**config.mk**
```make
export PLATFORM = sky130hd
export DESIGN_NAME = bram_rd_responder
export DESIGN_NICKNAME = d
export VERILOG_FILES = /design/src/rtl/bram_rd_pkg.sv /design/src/rtl/bram_rd_responder_word_sel.sv /design/src/rtl/bram_rd_responder.sv
export SDC_FILE = /design/constraint.sdc
export NUM_CORES = 1
export LEC_CHECK = 0
export BUFFER_PORTS_ARGS = -buffer_cell sky130_fd_sc_hd__buf_2
export CORE_AREA = 2 2 425 427
export CTS_BUF_LIST = sky130_fd_sc_hd__clkbuf_16
export CTS_CLUSTER_DIAMETER = 60
export CTS_CLUSTER_SIZE = 30
export DETAILED_ROUTE_END_ITERATION = 12
export DIE_AREA = 0 0 427 429
export PLACE_DENSITY = 0.43
export SLEW_MARGIN = 20
export SYNTH_ARGS = -nofsm -noshare
export SYNTH_HDL_FRONTEND = slang
export SYNTH_SLANG_ARGS = --single-unit
```
**constraint.sdc**
```tcl
create_clock -name i_clk -period 3.4 [get_ports i_clk]
set_input_delay 0.85 -clock i_clk [delete_from_list [all_inputs] [get_ports i_clk]]
set_output_delay 0.85 -clock i_clk [all_outputs]
set_load 0.03 [all_outputs]
```
**src/rtl/bram_rd_pkg.sv**
```systemverilog
// Shared constants, FSM encoding and word-index helper for the BRAM read responder.
package bram_rd_pkg;
  localparam int ADDR_W         = 13;
  localparam int LINE_ADDR_W    = 9;
  localparam int WORD_W         = 32;
  localparam int LINE_W         = 512;
  localparam int WORDS_PER_LINE = 16;
  localparam int IDX_W          = 4;
  localparam int CNT_W          = 3;

  localparam logic [1:0] ST_IDLE  = 2'd0;
  localparam logic [1:0] ST_ISSUE = 2'd1;
  localparam logic [1:0] ST_WAIT  = 2'd2;
  localparam logic [1:0] ST_VALID = 2'd3;

  // Word accesses pick the addressed word; line accesses report word 0.
  function automatic logic [IDX_W-1:0] word_idx(input logic acc32, input logic [ADDR_W-1:0] addr);
    return acc32 ? addr[IDX_W-1:0] : '0;
  endfunction
endpackage

```
**src/rtl/bram_rd_responder_word_sel.sv**
```systemverilog
// 16:1 combinational word multiplexer over a 512-bit line.
module bram_word_sel
  import bram_rd_pkg::*;
(
  input  logic [LINE_W-1:0] line_i,
  input  logic [IDX_W-1:0]  idx_i,
  output logic [WORD_W-1:0] word_o
);
  assign word_o = line_i[idx_i*WORD_W +: WORD_W];
endmodule

```
**src/rtl/bram_rd_responder.sv**
```systemverilog
// BRAM read responder: accepts a level-handshake read, issues one BRAM enable,
// waits RD_LATENCY cycles, then holds line/word data valid until ready drops.
module bram_rd_responder
  import bram_rd_pkg::*;
#(
  parameter int RD_LATENCY = 1
) (
  input  logic                   i_clk,
  input  logic                   i_rst,
  input  logic                   i_bram_access_type,
  input  logic [ADDR_W-1:0]      i_bram_rd_addr,
  input  logic                   i_bram_rd_addr_ready,
  output logic                   o_bram_data_valid,
  output logic [WORD_W-1:0]      o_bram_data,
  output logic [LINE_W-1:0]      o_bram_line,
  output logic                   o_mem_en,
  output logic [LINE_ADDR_W-1:0] o_mem_addr,
  input  logic [LINE_W-1:0]      i_mem_dout,
  output logic                   o_busy
);
  logic [1:0]        state_q, state_d;
  logic              type_q, type_d;
  logic [ADDR_W-1:0] addr_q, addr_d;
  logic [CNT_W-1:0]  cnt_q, cnt_d;
  logic              valid_q, valid_d;
  logic [WORD_W-1:0] data_q, data_d;
  logic [LINE_W-1:0] line_q, line_d;
  logic [WORD_W-1:0] sel_word;

  bram_word_sel u_word_sel (
    .line_i (i_mem_dout),
    .idx_i  (word_idx(type_q, addr_q)),
    .word_o (sel_word)
  );

  // Next-state logic; ready low in any busy state returns to IDLE and drops pending data.
  always_comb begin
    state_d = state_q;
    type_d  = type_q;
    addr_d  = addr_q;
    cnt_d   = cnt_q;
    valid_d = valid_q;
    data_d  = data_q;
    line_d  = line_q;
    case (state_q)
      ST_IDLE: begin
        if (i_bram_rd_addr_ready) begin
          type_d  = i_bram_access_type;
          addr_d  = i_bram_rd_addr;
          state_d = ST_ISSUE;
        end
      end
      ST_ISSUE: begin
        if (!i_bram_rd_addr_ready) begin
          state_d = ST_IDLE;
        end else begin
          cnt_d   = CNT_W'(RD_LATENCY);
          state_d = ST_WAIT;
        end
      end
      ST_WAIT: begin
        cnt_d = cnt_q - 1'b1;
        if (!i_bram_rd_addr_ready) begin
          state_d = ST_IDLE;
        end else if (cnt_q == CNT_W'(1)) begin
          line_d  = i_mem_dout;
          data_d  = sel_word;
          valid_d = 1'b1;
          state_d = ST_VALID;
        end
      end
      default: begin
        if (!i_bram_rd_addr_ready) begin
          valid_d = 1'b0;
          data_d  = '0;
          line_d  = '0;
          state_d = ST_IDLE;
        end
      end
    endcase
  end

  // State and output registers with synchronous reset.
  always_ff @(posedge i_clk) begin
    if (i_rst) begin
      state_q <= ST_IDLE;
      type_q  <= 1'b0;
      addr_q  <= '0;
      cnt_q   <= '0;
      valid_q <= 1'b0;
      data_q  <= '0;
      line_q  <= '0;
    end else begin
      state_q <= state_d;
      type_q  <= type_d;
      addr_q  <= addr_d;
      cnt_q   <= cnt_d;
      valid_q <= valid_d;
      data_q  <= data_d;
      line_q  <= line_d;
    end
  end

  assign o_mem_en          = (state_q == ST_ISSUE);
  assign o_mem_addr        = o_mem_en ? addr_q[ADDR_W-1 -: LINE_ADDR_W] : '0;
  assign o_busy            = (state_q != ST_IDLE);
  assign o_bram_data_valid = valid_q;
  assign o_bram_data       = data_q;
  assign o_bram_line       = line_q;
endmodule

```
* Word-level counts from Yosys, hierarchy flattened
Cells that the tools add are included.
Operators by class: div/mod/pow operators 0, equality and inequality tests 10, magnitude comparators 0, shift operators 1, bitwise operators 1, $add $sub $neg 1, reductions and logical operators 8, multiply operators 0, mux-type cells 22
Operators with widths (number):
- 512-bit 2-to-1 mux | 3
- 512-bit one-hot mux with 2 select lines | 1
- 512-bit by 10-bit variable part select with 32-bit output | 1
- 32-bit 2-to-1 mux | 3
- 32-bit one-hot mux with 2 select lines | 1
- 2-bit 2-to-1 mux | 5
- 9-bit 2-to-1 mux | 1
- 2-bit inequality test (second input constant) | 4
- 2-bit one-hot mux with 3 select lines | 1
- 3-bit one-hot mux with 2 select lines | 1
- 4-bit 2-to-1 mux | 1
- 4-bit by 1-bit inequality test with 1-bit output (second input constant) | 1
- 2-bit AND reduction | 2
- 4-bit AND reduction | 1
- 2-bit nonzero test | 2
- 3-bit by 1-bit equality test with 1-bit output (second input constant) | 1
- 1-bit 2-to-1 mux | 3
- 3-bit 2-to-1 mux | 1
- 3-bit inequality test (second input constant) | 1
- 3-bit AND reduction | 1
- 3-bit by 1-bit subtractor with 3-bit output (second input constant) | 1
- 2-bit by 1-bit equality test with 1-bit output (second input constant) | 1
- 2-bit equality test (second input constant) | 1
- 2-bit logical NOT | 1
- 4 further kinds | 4
Storage, ports and cells: input bits 529, bits in latches 0, bits in registers 564, bits in writable memories 0, memories 0, ROM bits 0, word-level logic and storage cells 50

* Logic depth before layout (Yosys ltp)
Gate-level depths: netlist (run 1).
word-level depth 5, depth in mapped cells 10, depth with buffers taken out 7

* Hierarchy
Synthesis (run 1) repeated with hierarchy kept, for this count alone.
Second synthesis, totals: cells, all modules 1655, area total of the unflattened synthesis 21847.2 um^2
Modules (own cells, without submodules):
- bram_rd_responder | times used 1, cells each 1384, seq. area each 11290.8 um^2, area each 18118.6 um^2
- bram_word_sel | times used 1, cells each 271, seq. area each 0.0 um^2, area each 3728.6 um^2

* Least setup slack after synthesis (run 1)
Ideal clock, no wire load.
path type reg-to-output, start register state_q[0], end output o_mem_addr[0], arrival 1412 ps, slack 1138 ps, stages on the path, launching flop included 5, buffers on the path 2, cell sequence dfxtp_1 -> clkbuf_2 -> nor2b_1 -> clkbuf_1 -> and2_1
Between the ends: cells in the longest elaborated chain, start to end 2
Ends and longest elaborated chain:
- start, declared | line bram_rd_responder.sv:21 | logic [1:0] state_q, state_d;
- start signal, assigned | line bram_rd_responder.sv:94 | state_q <= state_d;
- 2-bit by 1-bit equality test with 1-bit output | line bram_rd_responder.sv:104 | assign o_mem_en = (state_q == ST_ISSUE);
- named net o_mem_en | line bram_rd_responder.sv:16 | output logic o_mem_en,
- 9-bit 2-to-1 mux | line bram_rd_responder.sv:105 | assign o_mem_addr = o_mem_en ? addr_q[ADDR_W-1 -: LINE_ADDR_W] : '0;
- end, declared | line bram_rd_responder.sv:17 | output logic [LINE_ADDR_W-1:0] o_mem_addr,
The timed path passes the listed nets, and every way through them passes these cells.

* Final worst setup path (run 1)
start register state_q[0], end output o_mem_addr[6]
Between the ends: cells in the longest elaborated chain, start to end 2
Ends and longest elaborated chain (line):
- 2-bit by 1-bit equality test with 1-bit output | bram_rd_responder.sv:104
- 9-bit 2-to-1 mux | bram_rd_responder.sv:105
No other way between the ends.

==> flow_metrics.tcl, run 1 <==
set metrics [dict create \
    status "complete, no violations" \
    post_cts_buffers 0 \
    holdWs_ns 0.377 \
    crit_type "register to output port" \
    async_flop_share_pct 0 \
    die_h_um 429 \
    r2r-end "o_bram_data[3]" \
    htreeDepth 3 \
    grt_max_degree 109 \
    cts-resized-gates 0 \
    worstMarginPinSlew_ns 0.897 \
    peakVddDrop_v 0.000333 \
    dieArea_mm2 0.183 \
    syn2layout_area_growth_pct 48.9 \
    drcViolationCount 0 \
    synth_area_mm2 0.0230 \
    synth_nets 3007 \
    p_leak_nw 14.5 \
    clock_sinks 564 \
    cp_max_fo 11 \
    place_hpwl_mm 151 \
    worstPathArrival_ns 2.18 \
    netlist_top_cells_area "dfxtp_1 (49%), a22oi_1 (17%), nor2_1 (8.9%)" \
    hold_path_depth 3 \
    synthFlopType "dfxtp_1" \
    synth_cells 2476 \
    required_ns 2.55 \
    start_util_pct 12.9 \
    hold_violations 0 \
    ios 1085 \
    synth.ff_latch_count 564 \
    final_core_util_pct 19.3 \
    final_area_mm2 0.0343 \
    timing_max_transition_violations_final 0 \
    placed_cells 5758 \
    clockPowerShare_pct 52.1 \
    vias 25143 \
    layout_min_cycle_time_ns 3.03 \
    synth_largest_type_area_fraction_pct 49.0 \
    antenna_left 0 \
    syn_area_per_cell_um2 9.31 \
    viasPerCell 4.24 \
    grt_pass1_wl_mm 238 \
    fin_skew_ns 0.0475 \
    place.gp.congestion 0.992 \
    sw_frac_of_total_pct 30.2 \
    grt_usage_pct 19.4 \
    power.switching_mw 5.30 \
    clock-root-buffer "clkbuf_16" \
    nets 4020 \
    clkTransAtPathRegs_ns 0.06 \
    clock.fmax_mhz 330 \
    num_rows 155 \
    instances_no_fill 5930 \
    yosysTopAreaCell "dfxtp_1" \
    tritoncts "yes" \
    synth_edf_count 0 \
    gr-total-overflow 0 \
    die_x_um 427 \
    power_frac_comb_pct 9.9 \
    dpl_worst_slack_ns 0.257 \
    drv_cap 0 \
    cts.path.max_buffers 3 \
    pwr-share-seq_pct 38.1 \
    antenna_found_initial 39 \
    fp.coreArea_mm2 0.178 \
    worstSetupEndpointType "output port" \
    port_buffers 1084 \
    setup_slack_ns 0.372 \
    worstSkewPairLatency_ns 0.74 \
    slew_headroom_pct 39.9 \
    rsz0062_at_grt "no" \
    min-delay-start "i_bram_rd_addr[0]" \
    whs_endpoint "addr_q[0]" \
    wl_per_cell_um 31.2 \
    crit_path_start_kind "register" \
    r2r_start "addr_q[1]" \
    power_density_mw_per_mm2 512 \
    post-route-period-util_pct 89.1 \
    internal_power_mw 12.3 \
    grt_pass1_vias 24246 \
    numCtsBuffers 84 \
    dr.first_iter.drc_count 2210 \
    place_area_mm2 0.0314 \
    drive_gt1_share_pct 39.3 \
    ys_seq_area_share_pct 49.0 \
    yosysWarningCount 0 \
    reg2reg_slack_ns 0.42 \
    drt_wl_total_mm 185 \
    firstDrtPassIters 6 \
    final-setup-viol-count 0 \
    cts_hold_buf 0 \
    hold_class "primary input to register" \
    ys_types 43 \
    r2r_cells 7 \
]
[cell type report]
class / count / area [um^2]
inverter: 3 / 11.3
clock buffer: 85 / 2130
antenna: 14 / 35.0
clock inverter: 73 / 747
tap: 2355 / 2950
fill: 20069 / 144000
multi-input combinational: 1647 / 10600
timing repair buffer: 1189 / 6600
sequential: 564 / 11300
[registers in the layout, indices dropped and copies added, names as in the netlist]
register and count:
o_bram_line 512, type_q 1, addr_q 13, cnt_q 3
state_q 2, o_bram_data_valid 1, o_bram_data 32
[synthesized netlist by cell type, drive strengths merged, types with 2 or more instances]
cell type    n
a21oi       79
mux2         6
inv          3
o22a        29
nand2b       4
o21a         4
ha           2
o21ai       88
nand2       90
nor2b       34
a32o        32
nor3b        2
and2        14
nor3         2
a22oi      512
o211ai       4
nand3        4
mux2i       90
clkbuf     102
a2bb2oi      2
nor2       547
dfxtp      564
buf        160
o311ai      25
o221ai      28
o22ai        6
mux4        36
[layout by cell type (no fill, tap or decap), types with 28 or more instances in the layout]
cell type,count
dfxtp_1,560
buf_4,74
mux2i_1,90
a22oi_1,512
nor2b_1,32
a32o_1,32
buf_2,1084
o22a_1,29
buf_12,30
nand2_1,88
nor2_1,547
o221ai_1,28
clkbuf_16,85
a21oi_1,79
o21ai_0,82
mux4_2,36
[per-layer routing]
layer  routed length (um)  vias up  GRT usage, %
li1                     -    11163             -
met1                73500    12621          23.3
met2                88700     1118          32.1
met3                15400      227          6.17
met4                 7220       14          6.75
met5                   76        -             0
[worst max-delay path, cell delays in order, from the launching register on]
cell and delay [ns]:
dfxtp_1 0.50, nor2b_1 0.55, and2_1 0.22, buf_2 0.20
[worst max path at each step]
stage | slack (ns) | to | startpoint | cells past startpoint
global route | 0.14 | o_mem_addr[4] | state_q[0] | 3
global placement | -0.72 | o_bram_data[14] | addr_q[1] | 7
detailed placement | 0.26 | o_bram_data[16] | addr_q[1] | 8
finish | 0.37 | o_mem_addr[6] | state_q[0] | 3
CTS | 0.23 | o_mem_addr[6] | state_q[0] | 3
floorplan | 1.14 | o_mem_addr[0] | state_q[0] | 4
[logic make-up (layout without fill, tap and decap cells)]
kind of cell | Yosys count | in the layout | synth area share (%)
AO/OA/AOI/OAI | 815 | 815 | 25.5
multiplexers | 132 | 132 | 7.72
adder cells (fa/ha/maj) | 2 | 2 | 0.109
other | 0 | 14 | 0
flip-flops | 564 | 564 | 49.0
buffers and inverters | 265 | 1350 | 5.58
AND/OR/NAND/NOR | 698 | 698 | 12.1
[stage by stage]
stage / setup TNS, ns / total power [mW]
detailed placement: 0 / 8.61
floorplan: 0 / 7.44
global placement: -1.11 / 8.61
global route: 0 / 18.2
CTS: 0 / 17.9
finish: 0 / 17.6
[power groups by stage]
stage	Sequential (mW)	Clock (mW)	Combinational, mW
after global placement	6.83	0	1.78
after floorplan	6.84	0	0.602
final	6.68	9.14	1.73
after CTS	6.68	9.41	1.78
after global routing	6.69	9.63	1.84
after detailed placement	6.83	0	1.77
Power figures use the tool's default switching activity.
==> inputs of run 2 (changes only) <==
--- a/config.mk
+++ b/config.mk
@@ -5,14 +5,15 @@
 export SDC_FILE = /design/constraint.sdc
 export NUM_CORES = 1
 export LEC_CHECK = 0
+export ABC_AREA = 1
 export BUFFER_PORTS_ARGS = -buffer_cell sky130_fd_sc_hd__buf_2
-export CORE_AREA = 2 2 425 427
+export CORE_AREA = 2 2 422 424
 export CTS_BUF_LIST = sky130_fd_sc_hd__clkbuf_16
 export CTS_CLUSTER_DIAMETER = 60
 export CTS_CLUSTER_SIZE = 30
 export DETAILED_ROUTE_END_ITERATION = 12
-export DIE_AREA = 0 0 427 429
-export PLACE_DENSITY = 0.43
+export DIE_AREA = 0 0 424 426
+export PLACE_DENSITY = 0.44
 export SLEW_MARGIN = 20
 export SYNTH_ARGS = -nofsm -noshare
 export SYNTH_HDL_FRONTEND = slang
==> run 2 against run 1 <==
Worst hold slack lost 0.00090 ns; combinational power increased by 8%; wire length is 6.9% higher; sequential power barely moved; critical path type is now register to register; first-iteration DRC count increased by 4.7%; largest power group unchanged; setup slack better by 0.060 ns; maximum frequency increased by 2.0%; non-clock buffer count decreased by 29; largest cell class is now multi-input gates; global-route usage grew 1.4 points; core utilization increased by 0.86 points; clock skew fell by 0.021 ns; final cell count increased by 17%.
==> flow_metrics.tcl, run 2 <==
set metrics [dict create \
    power_density_mw_per_mm2 517 \
    gr-total-overflow 0 \
    clock.fmax_mhz 337 \
    async_flop_share_pct 0 \
    multi_input_area_mm2 0.0116 \
    p_leak_nw 15.0 \
    antenna_found_initial 74 \
    crit_buf_inv 2 \
    finalPower_mw 18.3 \
    syn2layout_area_growth_pct 46.1 \
    largest_reg_flops 512 \
    synth.ff_latch_count 564 \
    crit_family "simple AND/OR/NAND/NOR gates" \
    layout_min_cycle_time_ns 2.97 \
    synth.most_common_cell "nand2_1" \
    peakVddDrop_v 0.000361 \
    n_fill_cell 20270 \
    port_buffers 1084 \
    num_rows 154 \
    reg2reg_slack_ns 0.43 \
    final-setup-viol-count 0 \
    crit_path_start_kind "register" \
    rsz0062_at_grt "no" \
    dpl_worst_slack_ns 0.338 \
    drcViolationCount 0 \
    netlist_top_cells_area "dfxtp_1 (47%), nand2_1 (23%), nand3_1 (13%)" \
    tritoncts "yes" \
    r2r_cells 6 \
    synth_edf_count 0 \
    fin_skew_ns 0.0267 \
    r2r-end "o_bram_data[29]" \
    ios 1085 \
    drive_gt1_share_pct 29.2 \
    clock-root-buffer "clkbuf_16" \
    clock_sinks 564 \
    hold_path_depth 3 \
    post_cts_buffers 0 \
    cts-resized-gates 0 \
    grt_max_degree 136 \
    ys_seq_area_share_pct 46.6 \
    vias 29663 \
    die_h_um 426 \
    cp_max_fo 27 \
    hold_class "primary input to register" \
    fp.coreArea_mm2 0.176 \
    drv_cap 0 \
    synth_nets 4087 \
    viasPerCell 4.27 \
    required_ns 3.97 \
    clkTransAtPathRegs_ns 0.08 \
    cts.path.max_buffers 3 \
    slew_headroom_pct 30.5 \
    drt_wl_total_mm 198 \
    worstPathArrival_ns 3.54 \
    synthFlopType "dfxtp_1" \
    antenna_left 0 \
    yosysWarningCount 0 \
    instances_no_fill 6944 \
    htreeDepth 3 \
    worstSetupEndpointType "register" \
    cpMostUsedCell "nand3_1" \
    wl_per_cell_um 28.5 \
    status "complete, no violations" \
    synth_area_mm2 0.0242 \
    min-delay-start "i_mem_dout[387]" \
    post-route-period-util_pct 87.3 \
    critical_path.cell_chain "nand2_2, inv_1, buf_4, nand3_1, nand3_1, a21oi_1" \
    synth_largest_type_area_fraction_pct 46.6 \
    syn_area_per_cell_um2 6.81 \
    place.gp.congestion 0.938 \
    firstDrtPassIters 7 \
    hold_violations 0 \
    worstSkewPairLatency_ns 0.72 \
    setup_slack_ns 0.433 \
    place_hpwl_mm 159 \
    cts_hold_buf 0 \
    layout.cells.most_common "nand2_1" \
    crit_type "register to register" \
    cpPeakStageDelay_ns 0.55 \
    numCtsBuffers 87 \
    grt_usage_pct 20.8 \
    dr.first_iter.drc_count 2314 \
    r2r_start "type_q" \
    seqCellArea_mm2 0.0113 \
    start_util_pct 13.8 \
    grt_pass1_wl_mm 256 \
    nets 5033 \
    synth_cells 3556 \
    worstMarginPinSlew_ns 1.04 \
    crit_slowest_cell "nand3_1" \
    ys_types 19 \
    synth_commonest_cells "nand2_1 (1,452), nand3_1 (610), dfxtp_1 (564)" \
    dieArea_mm2 0.181 \
    layout_common_cells "nand2_1 (1,448), buf_2 (1,083), nand3_1 (609)" \
    placed_cells 6753 \
    die_x_um 424 \
    grt_pass1_vias 27854 \
    whs_endpoint "o_bram_line[387]" \
    yosysTopAreaCell "dfxtp_1" \
    tns_ns 0 \
    timing_max_transition_violations_final 0 \
]
==> run 2: kinds of logic (layout without fill, tap and decap cells) <==
family,count (synthesis),after routing,synth area share [%]
other,0,27,0
XOR/XNOR,1,1,0.0362
AND/OR/NAND/NOR,2088,2088,35.6
AO/OA/AOI/OAI,574,574,11.9
flip-flops,564,564,46.6
buffers and inverters,327,1348,5.78
adder cells (fa/ha/maj),2,2,0.103
==> run 2: metrics by stage <==
step	cell area, um^2	hold slack [ns]	util [%]
CTS	35300	0.285	20.1
detailed placement	32200	0.451	18.3
finish	35400	0.376	20.1
global placement	32200	0.450	18.3
global route	35400	0.328	20.1
floorplan	24200	0.430	-
==> run 2: power by group <==
group | switching [mW] | total [mW] | internal [mW]
Sequential | 0.0266 | 6.66 | 6.64
Clock | 4.43 | 9.76 | 5.33
Combinational | 1.37 | 1.86 | 0.486
==> run 2: tightest hold or removal path, delay by kind of cell <==
family | cells | cell delay [ns]
buffers and inverters | 1 | 0.11
and+or+nand+nor | 1 | 0.05
AOI/OAI and AO/OA | 1 | 0.05
==> run 2: worst max-delay path by stage <==
stage          startpoint               to  slack [ns]  cells after the start
3_3_place_gp       type_q  o_bram_data[29]        0.31                      6
5_1_grt        state_q[0]    o_mem_addr[1]        0.16                      5
3_5_place_dp       type_q  o_bram_data[26]        0.34                      8
6_report           type_q  o_bram_data[29]        0.43                      6
4_1_cts        state_q[0]    o_mem_addr[1]        0.12                      5
2_1_floorplan  state_q[0]    o_mem_addr[0]        0.78                      4
==> run 2: metal layers <==
metal / vias to the layer above / share of wire (%) / track usage (%) / wire length (um)
li1: 13651 / - / - / -
met1: 14504 / 41 / 25.7 / 81900
met2: 1196 / 48 / 34.7 / 94500
met3: 306 / 6.3 / 4.40 / 12400
met4: 6 / 4.5 / 8.98 / 8830
met5: - / 0.017 / 0 / 34
==> run 2: final cells by class <==
cell class / count / share of cell area, %
multi-input cells: 2665 / 32.7
flip-flops and latches: 564 / 31.9
repair buffers: 1160 / 17.9
well taps: 2340 / 8.27
clock buffers: 87 / 6.15
clock inverters: 77 / 2.55
inverters: 24 / 0.272
diodes: 27 / 0.191
